`src/rtl/cluster_counter_pkg.sv`:
```
// Shared definitions for the cluster counter and the adjacency-join stage it follows.
// Holds the default column count, the scan FSM encoding and the frame header constant.
package cluster_counter_pkg;

  localparam int N_COL_DEF = 38;

  localparam logic [15:0] FRAME_HEADER = 16'hAAAA;

  typedef enum logic [1:0] {
    ST_IDLE = 2'd0,
    ST_SCAN = 2'd1,
    ST_DONE = 2'd2
  } state_e;

endpackage

```
`src/rtl/cluster_col_step.sv`:
```
// One column of the 2-row cluster scan: given this column's cells and the previous
// column's run flags, returns the cluster-count delta, hit delta and next shared flag.
module cluster_col_step (
  input  logic              t_i,
  input  logic              b_i,
  input  logic              pt_i,
  input  logic              pb_i,
  input  logic              ps_i,
  output logic signed [1:0] clus_delta_o,
  output logic        [1:0] hit_delta_o,
  output logic              ps_next_o
);

  always_comb begin
    clus_delta_o = 2'sd0;
    ps_next_o    = 1'b0;
    unique case ({t_i, b_i})
      2'b11: begin
        if (!pt_i && !pb_i) begin
          clus_delta_o = 2'sd1;
        end else if (pt_i && pb_i && !ps_i) begin
          clus_delta_o = -2'sd1;
        end
        ps_next_o = 1'b1;
      end
      2'b10: begin
        if (!pt_i) clus_delta_o = 2'sd1;
      end
      2'b01: begin
        if (!pb_i) clus_delta_o = 2'sd1;
      end
      default: begin
        clus_delta_o = 2'sd0;
      end
    endcase
  end

  assign hit_delta_o = {1'b0, t_i} + {1'b0, b_i};

endmodule

```
`src/rtl/cluster_counter.sv`:
```
// Counts 4-connected clusters and hit cells over a captured 2 x N_COL frame, scanning
// one column per clock, and flags a trigger when the cluster count reaches the threshold.
module cluster_counter
  import cluster_counter_pkg::*;
#(
  parameter int N_COL = N_COL_DEF,
  parameter int CNT_W = 6,
  parameter int HIT_W = 7
) (
  input  logic             clk,
  input  logic             rst,
  input  logic             in_valid,
  input  logic [N_COL-1:0] array_in0,
  input  logic [N_COL-1:0] array_in1,
  input  logic [CNT_W-1:0] clus_thresh,
  input  logic             err_clr,
  output logic             busy,
  output logic             out_valid,
  output logic [CNT_W-1:0] clus_count,
  output logic [HIT_W-1:0] hit_count,
  output logic             trig,
  output logic             drop_err
);

  localparam int               COL_W    = (N_COL > 1) ? $clog2(N_COL) : 1;
  localparam logic [COL_W-1:0] LAST_COL = COL_W'(N_COL - 1);

  state_e           state_q;
  logic [N_COL-1:0] row0_q;
  logic [N_COL-1:0] row1_q;
  logic [CNT_W-1:0] thresh_q;
  logic [COL_W-1:0] col_q;
  logic             pt_q;
  logic             pb_q;
  logic             ps_q;
  logic [CNT_W-1:0] clus_acc_q;
  logic [HIT_W-1:0] hit_acc_q;
  logic             out_valid_q;
  logic [CNT_W-1:0] clus_count_q;
  logic [HIT_W-1:0] hit_count_q;
  logic             trig_q;
  logic             drop_err_q;

  logic              t_col;
  logic              b_col;
  logic signed [1:0] clus_delta;
  logic        [1:0] hit_delta;
  logic              ps_d;
  logic [CNT_W-1:0]  clus_acc_d;
  logic [HIT_W-1:0]  hit_acc_d;
  logic              accept;
  logic              drop;

  assign t_col = row0_q[col_q];
  assign b_col = row1_q[col_q];

  cluster_col_step u_step (
    .t_i          (t_col),
    .b_i          (b_col),
    .pt_i         (pt_q),
    .pb_i         (pb_q),
    .ps_i         (ps_q),
    .clus_delta_o (clus_delta),
    .hit_delta_o  (hit_delta),
    .ps_next_o    (ps_d)
  );

  // Delta is sign-extended so a merge decrements the unsigned accumulator.
  assign clus_acc_d = clus_acc_q + {{(CNT_W-2){clus_delta[1]}}, clus_delta};
  assign hit_acc_d  = hit_acc_q + {{(HIT_W-2){1'b0}}, hit_delta};

  assign accept = in_valid && ((state_q == ST_IDLE) || (state_q == ST_DONE));
  assign drop   = in_valid && (state_q == ST_SCAN);

  always_ff @(posedge clk or negedge rst) begin
    if (!rst) begin
      state_q      <= ST_IDLE;
      row0_q       <= '0;
      row1_q       <= '0;
      thresh_q     <= '0;
      col_q        <= '0;
      pt_q         <= 1'b0;
      pb_q         <= 1'b0;
      ps_q         <= 1'b0;
      clus_acc_q   <= '0;
      hit_acc_q    <= '0;
      out_valid_q  <= 1'b0;
      clus_count_q <= '0;
      hit_count_q  <= '0;
      trig_q       <= 1'b0;
      drop_err_q   <= 1'b0;
    end else begin
      out_valid_q <= 1'b0;

      if (drop) begin
        drop_err_q <= 1'b1;
      end else if (err_clr) begin
        drop_err_q <= 1'b0;
      end

      unique case (state_q)
        ST_IDLE, ST_DONE: begin
          if (state_q == ST_DONE) begin
            clus_count_q <= clus_acc_q;
            hit_count_q  <= hit_acc_q;
            trig_q       <= (clus_acc_q >= thresh_q);
            out_valid_q  <= 1'b1;
          end
          // DONE accepts a new frame exactly like IDLE, giving back-to-back frames.
          if (accept) begin
            row0_q     <= array_in0;
            row1_q     <= array_in1;
            thresh_q   <= clus_thresh;
            clus_acc_q <= '0;
            hit_acc_q  <= '0;
            col_q      <= '0;
            pt_q       <= 1'b0;
            pb_q       <= 1'b0;
            ps_q       <= 1'b0;
            state_q    <= ST_SCAN;
          end else begin
            state_q <= ST_IDLE;
          end
        end
        ST_SCAN: begin
          clus_acc_q <= clus_acc_d;
          hit_acc_q  <= hit_acc_d;
          pt_q       <= t_col;
          pb_q       <= b_col;
          ps_q       <= ps_d;
          if (col_q == LAST_COL) begin
            state_q <= ST_DONE;
          end else begin
            col_q <= col_q + 1'b1;
          end
        end
        default: begin
          state_q <= ST_IDLE;
        end
      endcase
    end
  end

  assign busy       = (state_q == ST_SCAN);
  assign out_valid  = out_valid_q;
  assign clus_count = clus_count_q;
  assign hit_count  = hit_count_q;
  assign trig       = trig_q;
  assign drop_err   = drop_err_q;

endmodule

```
`config.mk`:
```
export PLATFORM = sky130hd
export DESIGN_NAME = cluster_counter
export DESIGN_NICKNAME = d
export VERILOG_FILES = /design/src/rtl/cluster_counter_pkg.sv /design/src/rtl/cluster_col_step.sv /design/src/rtl/cluster_counter.sv
export SDC_FILE = /design/constraint.sdc
export NUM_CORES = 1
export LEC_CHECK = 0
export ABC_AREA = 1
export CAP_MARGIN = 20
export CORE_UTILIZATION = 40
export CTS_CLUSTER_SIZE = 30
export DETAILED_ROUTE_END_ITERATION = 6
export PLACE_DENSITY = 0.62
export SETUP_SLACK_MARGIN = 0.15
export SYNTH_ARGS = -nofsm -noshare
export SYNTH_HDL_FRONTEND = slang
export SYNTH_SLANG_ARGS = --single-unit
```
`constraint.sdc`:
```
create_clock -name clk -period 3.3 [get_ports clk]
set_input_delay 0.66 -clock clk [delete_from_list [all_inputs] [get_ports clk]]
set_output_delay 0.66 -clock clk [all_outputs]
set_load 0.01 [all_outputs]
```
* After elaboration in Yosys (flattened, before gate mapping) *
Cells that the tools add are included.

operators by class
  mux-type cells = 27
  add/sub/neg operators = 4
  reduce and logical (&&, ||, !) cells = 17
  magnitude comparators = 2
  eq/ne operators = 9

operators with widths
  operator                                                                count
  6-bit one-hot mux with 2 select lines                                   2
  7-bit one-hot mux with 2 select lines                                   1
  1-bit binary-select mux with 6-bit select                               2
  6-bit two-way mux                                                       2
  1-bit two-way mux                                                       11
  7-bit by 2-bit adder with 7-bit output                                  1
  6-bit by 7-bit < comparator with 1-bit output (second input constant)   1
  7-bit two-way mux                                                       1
  6-bit by 1-bit adder with 6-bit output (second input constant)          1
  6-bit adder                                                             1
  2-bit equality test (second input constant)                             3
  6-bit equality test (second input constant)                             1
  6-bit >= comparator                                                     1
  2-bit two-way mux                                                       3
  1-bit one-hot mux with 2 select lines                                   3
  2-bit one-hot mux with 3 select lines                                   1
  2-bit AND reduction                                                     3
  1-bit logical AND                                                       5
  2-bit by 1-bit equality test with 1-bit output (second input constant)  2
  2-bit != test (second input constant)                                   2
  2-bit one-hot mux with 2 select lines                                   1
  2-bit nonzero test                                                      2
  1-bit zero test                                                         3
  3-bit AND reduction                                                     1
  other kinds (5)                                                         5

word-level totals
  input bits = 86
  output and inout port bits = 17
  bits in registers = 122
  word-level logic and storage cells = 74

* Longest topological paths before layout *
Gate-level depths: netlist of run 1.

  depth in word-level cells = 7
  depth in mapped cells = 27
  depth with buffers taken out = 25

* Cells and area by module *
A second synthesis of run 1 with hierarchy kept.

unflattened totals
  cells, all modules = 769
  area total of the unflattened synthesis = 6035.8 um^2

by module, submodules not included
  module            cells each  area an instance (um^2)  times used  sequential area each (um^2)
  cluster_counter   746         5908.2                   1           3052.9
  cluster_col_step  23          127.6                    1           0.0

* Least setup slack after synthesis of run 1 *
OpenSTA, ideal clock, no wires.

  path kind = flip-flop to flip-flop
  from = reg col_q[0]
  to = reg clus_acc_q[5]
  library setup time = 0.117 ns
  data required time = 3.183 ns
  cell stages (with the launch flop) = 27
  arrival = 2.556 ns
  path buffers = 2
  period minus slack after synthesis = 2.674 ns
  slack = 0.626 ns
  path through = dfrtp_1 > buf_6 > buf_8 > nor2_1 > nor2_1 > nand2_1 > nand2_1 > nand2_1 > nand2_1 > nor2_1 > nand2_1 > nand3_2 > nand2_4 > nand3_2 > inv_1 > ha_1 > nand3_1 > nand3_1 > nand2_1 > a21boi_0 > nor2_1 > nand2_1 > nand2_1 > inv_1 > nand4_1 > nand3_1 > nand2_1

between the ends
  cells in the longest elaborated chain, start to end = 6
  elaborated cells between the ends (all ways) = 10
  classes of those cells = add/sub: 1; eq/ne: 3; mux: 6

ends and longest elaborated chain
  element                                                                                       line                                          RTL
  start: declaration                                                                            cluster_counter.sv:32                         logic [COL_W-1:0] col_q;
  start signal: assignment                                                                      cluster_counter.sv:134                        col_q <= col_q + 1'b1;
  1-bit binary-select mux with 6-bit select (on tied branches)                                  cluster_counter.sv:55, cluster_counter.sv:54
  1-bit two-way mux (on tied branches)                                                          cluster_counter.sv:55, cluster_counter.sv:54
  2-bit by 1-bit equality test with 1-bit output / 2-bit equality test (equally long branches)  cluster_col_step.sv:17                        unique case ({t_i, b_i})
  2-bit one-hot mux with 3 select lines *                                                       cluster_col_step.sv:17
  6-bit adder *                                                                                 cluster_counter.sv:69                         assign clus_acc_d = clus_acc_q + {{(CNT_W-2){clus_delta[1]}}, clus_delta};
  6-bit one-hot mux with 2 select lines *                                                       cluster_counter.sv:101                        unique case (state_q)
  end signal: assignment                                                                        cluster_counter.sv:126                        clus_acc_q <= clus_acc_d;
  end: declaration                                                                              cluster_counter.sv:36                         logic [CNT_W-1:0] clus_acc_q;

Every way passes the cells marked *; elsewhere a longest branch is shown, timed or not. The select of a mux whose other input is x is not followed.
A chain may end at the register's enable or synchronous reset.

* Worst setup path after layout of run 1 *
  from = reg col_q[0]
  to = reg clus_acc_q[4]

The elaborated chain is that of the path after synthesis.

==> flow_summary.json, run 1 <==
{
  "place.gp.congestion": 0.8621,
  "ys_top_cells_by_area": "dfrtp_1 51%, nand2_1 18%, o21ai_0 5.8%, inv_1 4.2%, nor2_1 3.7%",
  "totalWireLength_mm": 14.72,
  "fin_crit_ps": 2973,
  "ir_worst_vdd_uv": 424.4,
  "clock_path_buffers": 2,
  "synth.distinct_cells": 33,
  "syn_area_um2": 5929,
  "timing.rr.start": "col_q[0]",
  "die-area_um2": 15310,
  "crit_arrival_ps": 3260,
  "critPathLaunch": "col_q[0]",
  "synth_top_cell_area_share": 0.5149,
  "total_power_mw": 7.657,
  "grt_overflow_total": 0,
  "core_um2": 14480,
  "route.antenna.remaining_nets": 0,
  "worst_slack_ps": 326.7,
  "cts_buffers": 17,
  "yosysSeqAreaShare": 0.5149,
  "dp_slack_ps": 180.0,
  "p_per_area_nw_per_um2": 982.8,
  "final_area_um2": 7791,
  "drc": 0,
  "clock_sinks": 122,
  "wl_per_cell_um": 14.17,
  "cts_tree": "built",
  "n_antenna_cell": 0,
  "drv_cap": 0,
  "finalClockSkew_ps": 5.739,
  "ys_seq_elements": 122,
  "fp.dieW_um": 123.8,
  "cts_root_buf": "clkbuf_16",
  "nNetsFinal": 944,
  "grt_pass1_wl_mm": 24.22,
  "syn-num-nets": 844,
  "hpwl_mm": 10.18,
  "setup_tns_ps": 0,
  "reg2reg_depth": 17,
  "die_h_um": 123.8,
  "required_ps": 3590,
  "initial_utilization": 0.4095,
  "rows": 44,
  "leakagePower_nw": 3.824,
  "swShare": 0.3796,
  "final_cells": 1039,
  "rsz0062_at_grt": "no",
  "grt_pass1_vias": 4958,
  "clk_latency_ps": 420,
  "fin_util": 0.5381,
  "start_kind": "flop",
  "slew_viol_final": 0,
  "areaGrowthSynthToFinish_pct": 31.40,
  "htree_levels": 4,
  "num_io_pins": 103,
  "placed_area_um2": 7062,
  "max_freq_ghz": 0.3363,
  "maxSlewHeadroom": 0.4754,
  "p_seq_frac": 0.343,
  "final.period_utilization": 0.9010,
  "r2r_slack_ps": 330,
  "grt_max_degree": 122,
  "drt_pass1_iterations": 4,
  "crit_fanout": 7,
  "cp_cell_sequence": "buf_4, or2_2, nand3_1, nand3_1, nand3_1, nand2_1, nand3_2, nand2_4, o21ai_2, o21ai_2, ha_2, fa_1, nand2_1, nand2_1, a21oi_2, xor2_1, o22ai_1",
  "yosysWarnings": 0,
  "p_clk_frac": 0.256,
  "internal-power_mw": 4.751,
  "p_comb_frac": 0.401,
  "syn_inst": 742,
  "num_vias": 4970,
  "hold_class": "input pin to async pin",
  "antenna_found_initial": 0,
  "crit_path_end_kind": "flop",
  "netlist.top_cell.by_area": "dfrtp_1",
  "layout-drive-gt1-share": 0.08187,
  "hold_viol_final": 0,
  "drt_iter0_markers": 366,
  "slowest_delay_ps": 490,
  "synth_area_per_cell_um2": 7.991,
  "setup_viol": 0,
  "switchingPower_mw": 2.907,
  "dp_cells": 1002,
  "hold_slack_ps": 329.0,
  "outcome": "finished clean",
  "fillers": 1347,
  "viasPerCell": 4.783,
  "clk_pin_slew_worst_paths_ps": 50,
  "worstMarginPinSlew_ps": 786.9,
  "slowest_stage": "dfrtp_2",
  "grtUsageTotal": 0.2073,
  "io_buffers": 102,
  "critical_path_class": "flop to flop"
}
state kept, by name, indices dropped and copies added, names as in the netlist:
register	count
clus_acc_q	6
clus_count	6
col_q	6
drop_err	1
hit_acc_q	7
hit_count	7
out_valid	1
pb_q	1
ps_q	1
pt_q	1
row0_q	38
row1_q	38
state_q	2
thresh_q	6
trig	1
Yosys cell counts (all sizes together):
master  number
dfrtp      122
a21boi       2
nor2        60
inv         71
o22ai        9
nand3       34
o21a         3
clkbuf      21
fa           2
or2          2
a31oi        1
a22oi        1
buf         14
xor2         2
nor3         5
nand4        2
ha          14
nand2      280
a21oi       11
o211ai       5
o21ai       81
critical path: cells and delay by family (launching register included):
| kind | cells | cell delay, ps |
|---|---|---|
| AOI/OAI and AO/OA | 4 | 450 |
| xor gates and xnor gates | 1 | 160 |
| adders and majority gates | 2 | 600 |
| buffers and inverters | 1 | 190 |
| DFF | 1 | 490 |
| and+or+nand+nor | 9 | 940 |
metal layers:
metal	wire, um	share of wire	global-route usage	vias to the layer above
met4	277	0.019	0.09036	0
li1	-	-	-	2537
met3	799	0.054	0.04579	23
met5	0	0	0	-
met1	7042	0.48	0.2875	2280
met2	6600	0.45	0.3108	130
kinds of logic after synthesis:
| family | after synthesis | share of synthesized area |
|---|---|---|
| compound gates | 113 | 0.1021 |
| xor+xnor | 2 | 0.002955 |
| fa+ha+maj | 16 | 0.03630 |
| buf+inv | 106 | 0.08504 |
| flops | 122 | 0.5149 |
| simple gates | 383 | 0.2587 |
final timing paths:
kind,endpoint
hold reg to reg,row1_q[12]
setup reg to reg,clus_acc_q[4]
min in group clk,row1_q[12]
setup / recovery,clus_acc_q[4]
hold / removal,row0_q[12]
max in group asynchronous,clus_count[2]
cells in the final DEF, fill, tap and decap left out, drive strengths merged:
master         count
nand4              2
clkdlybuf4s50    101
fa                 2
or2                2
clkinv             4
xor2               2
a21boi             2
clkbuf            24
o21a               3
nor2              60
inv               71
bufinv             4
dfrtp            122
a21oi             11
nor3               5
o22ai              9
o21ai             81
nand2            280
buf               15
o211ai             5
ha                14
nand3             34
a31oi              1
a22oi              1
power groups by stage:
| stage | Combinational, mW | Sequential, mW | Clock (mW) |
|---|---|---|---|
| after global placement | 2.78 | 2.63 | 0 |
| after floorplan | 2.25 | 2.46 | 0 |
| final | 3.07 | 2.63 | 1.96 |
| after detailed placement | 2.89 | 2.64 | 0 |
| after global routing | 3.53 | 2.71 | 2.06 |
| after CTS | 2.92 | 2.63 | 1.99 |
cell type report:
class / instances / area (um^2) / share of cell area
multi-input combinational: 514 / 2432 / 0.3122
inverter: 71 / 286.5 / 0.03678
clock inverter: 8 / 140.1 / 0.01799
tap: 184 / 230.2 / 0.02955
timing repair buffer: 116 / 1165 / 0.1495
sequential: 122 / 3055 / 0.3922
clock buffer: 24 / 481.7 / 0.06183
what timing repair did:
action	in CTS	in global routing
buffers inserted	0	5
hold endpoints to repair	0	0
endpoints found under the setup margin	1	2
hold buffers	0	0
pin swaps	0	4
gates resized for setup	1	20
(Power assumes the default switching activity.)
==> run 2, diff against run 1 <==
- SYNTH_HIERARCHICAL: not set -> 1
- clock period: 3.3 -> 3.8 ns (I/O delays scaled with it)
==> run 2 against run 1 <==
The flow now finishes with violations (design-rule violations). Hold slack improved by 130 ps. Synthesized area up 1.8%. Critical path type unchanged. Clock skew grew 3.7 ps. Register-to-register slack improved by 150 ps. Global-route usage is 0.46 points lower. Highest routed layer unchanged.
==> flow_summary.json, run 2 <==
{
  "initial_utilization": 0.4122,
  "die_h_um": 124.8,
  "place.gp.congestion": 0.8475,
  "grtUsageTotal": 0.2028,
  "cts_tree": "built",
  "drc": 15,
  "crit_path_end_kind": "flop",
  "syn-num-nets": 876,
  "grt_max_degree": 127,
  "synth.top_cells.by_count": "291 x nand2_1, 122 x dfrtp_1, 80 x o21ai_0",
  "hpwl_mm": 10.21,
  "rsz0062_at_grt": "no",
  "ys_seq_elements": 122,
  "switchingPower_mw": 2.490,
  "critPathLaunch": "col_q[0]",
  "violations": "design-rule violations",
  "ir_worst_vdd_uv": 395.1,
  "setup_viol": 0,
  "final.period_utilization": 0.8758,
  "antenna_found_initial": 0,
  "fillers": 1424,
  "synth_most_common_cell": "nand2_1",
  "hold_viol_final": 0,
  "rows": 44,
  "synth_area_per_cell_um2": 7.849,
  "clk_pin_slew_worst_paths_ps": 60,
  "r2r_slack_ps": 470,
  "final_area_um2": 7801,
  "cts_root_buf": "clkbuf_16",
  "synthArstFlopShare": 1.000,
  "core_um2": 14640,
  "placed_area_um2": 7178,
  "syn_inst": 769,
  "layout-drive-gt1-share": 0.07053,
  "nNetsFinal": 973,
  "slew_viol_final": 0,
  "start_kind": "flop",
  "hold_slack_ps": 460.3,
  "clock_path_buffers": 2,
  "internal-power_mw": 3.891,
  "p_clk_frac": 0.254,
  "clk_latency_ps": 420,
  "fp.dieW_um": 124.8,
  "grt_overflow_total": 0,
  "crit_fanout": 16,
  "die-area_um2": 15590,
  "drv_cap": 0,
  "hold_class": "input pin to async pin",
  "ys_top_cells_by_area": "dfrtp_1 51%, nand2_1 18%, o21ai_0 6.6%, inv_1 4.9%, ha_1 3.9%",
  "swShare": 0.3902,
  "worstMarginPinSlew_ps": 889.9,
  "critical_path_class": "flop to flop",
  "dp_cells": 1028,
  "htree_levels": 4,
  "reg_top3": "row0_q: 38 flops, row1_q: 38 flops",
  "route.antenna.remaining_nets": 0,
  "cts_buffers": 17,
  "grt_pass1_wl_mm": 25.05,
  "yosysWarnings": 6,
  "reg2reg_depth": 22,
  "final_common_cell": "nand2_1",
  "p_seq_frac": 0.340,
  "setup_tns_ps": 0,
  "synthFlopType": "dfrtp_1",
  "maxSlewHeadroom": 0.4067,
  "fin_crit_ps": 3328,
  "outcome": "finished, violations left",
  "areaGrowthSynthToFinish_pct": 29.25,
  "p_comb_frac": 0.406,
  "num_vias": 5095,
  "clock_sinks": 122,
  "crit_arrival_ps": 3620,
  "synth_top_cell_area_share": 0.5058,
  "max_freq_ghz": 0.3005,
  "final_cell_mix": "290 x nand2_1, 121 x dfrtp_1, 101 x clkdlybuf4s50_1",
  "p_per_area_nw_per_um2": 817.9,
  "crit_path_end": "clus_acc_q[4]",
  "netlist.top_cell.by_area": "dfrtp_1",
  "final_cells": 1063,
  "hold_buffers": 0,
  "io_buffers": 102,
  "synth-edff-count": 0,
  "viasPerCell": 4.793,
  "drt_pass1_iterations": 7,
  "finalClockSkew_ps": 9.479,
  "synth.distinct_cells": 34,
  "totalWireLength_mm": 14.50,
  "grt_pass1_vias": 5195,
  "drt_iter0_markers": 255,
  "wl_per_cell_um": 13.64,
  "yosysSeqAreaShare": 0.5058,
  "n_antenna_cell": 0,
  "rr_endpoint": "clus_acc_q[4]",
  "syn_area_um2": 6036,
  "leakagePower_nw": 3.889,
  "fin_util": 0.5327,
  "required_ps": 4090,
  "num_io_pins": 103,
  "timing.rr.start": "col_q[0]"
}
-- run 2: cell count changes in the layout (fill, tap and decap cells not counted), moves of 3 or more --
cell and delta:
nand2_1 +14, inv_1 +13, o21ai_0 +12, o21ai_1 -10
ha_1 +6, inv_2 +5, a21oi_1 +4, nor2_1 -4
a21oi_2 -3, clkbuf_1 -3, clkinv_2 +3, nand3_2 -3
o21a_1 -3
-- run 2: critical path, stage by stage (launching register included) --
cell and delay [ps]:
dfrtp_4 550, buf_4 210, or2_2 300, nand3_1 70
nand3_1 70, nand3_1 90, nand2_1 50, inv_1 40
nand2_1 50, nand2_1 70, nand2_2 70, ha_1 240
inv_1 80, nor2_1 40, nand2_1 50, nand2_1 50
ha_1 200, fa_1 390, nand2_1 100, nand2_1 70
a21oi_1 160, xor2_1 170, o22ai_1 80
-- run 2: metrics by stage --
step           power, mW  setup WS, ps
2_1_floorplan      4.008         580.3
3_3_place_gp       4.657         512.6
3_5_place_dp       4.747         452.0
4_1_cts            6.388         424.5
5_1_grt            6.948         150.1
6_report           6.381         471.9
-- run 2: area by class of cell --
| type | count | area, um^2 | share of cell area |
|---|---|---|---|
| sequential | 122 | 3057 | 0.3918 |
| multi-input combinational | 525 | 2464 | 0.3158 |
| clock buffer | 19 | 442.9 | 0.05678 |
| inverter | 87 | 334.1 | 0.04282 |
| tap | 184 | 230.2 | 0.02951 |
| clock inverter | 13 | 150.1 | 0.01925 |
| timing repair buffer | 113 | 1124 | 0.1440 |
-- run 2: layer usage --
metal / track usage / vias to the layer above / wire [um]
li1: - / 2606 / -
met1: 0.2731 / 2353 / 7110
met2: 0.3229 / 122 / 6525
met3: 0.04811 / 14 / 701
met4: 0.06456 / 0 / 162
met5: 0 / - / 0
-- run 2: power by group through the flow --
stage	clock network [mW]	logic, mW	registers [mW]
2_1_floorplan	0	1.93	2.08
3_3_place_gp	0	2.47	2.19
3_5_place_dp	0	2.55	2.19
4_1_cts	1.64	2.57	2.18
5_1_grt	1.71	3.01	2.23
6_report	1.62	2.59	2.17
-- run 2: worst min path at each step --
stage | startpoint | to | cells past startpoint
3_3_place_gp | row0_q[31] | row0_q[31] | 2
4_1_cts | row0_q[15] | row0_q[15] | 2
3_5_place_dp | row1_q[2] | row1_q[2] | 2
6_report | rst | row0_q[12] | 1
5_1_grt | row0_q[9] | row0_q[9] | 2
2_1_floorplan | row1_q[4] | row1_q[4] | 2
-- run 2: logic make-up after synthesis --
family                   count (synthesis)  synth area share
adder cells (fa/ha/maj)                 21           0.04602
buffers and inverters                  122           0.08768
AO/OA/AOI/OAI                          114            0.1014
flip-flops                             122            0.5058
XOR/XNOR                                 2          0.002903
AND/OR/NAND/NOR                        388            0.2562
-- run 2: repair_timing --
| item | 4_1_cts | 5_1_grt |
|---|---|---|
| resized for setup | 0 | 4 |
| hold endpoints to repair | 0 | 0 |
| setup endpoints to repair | 0 | 2 |
| buffers inserted | 0 | 3 |
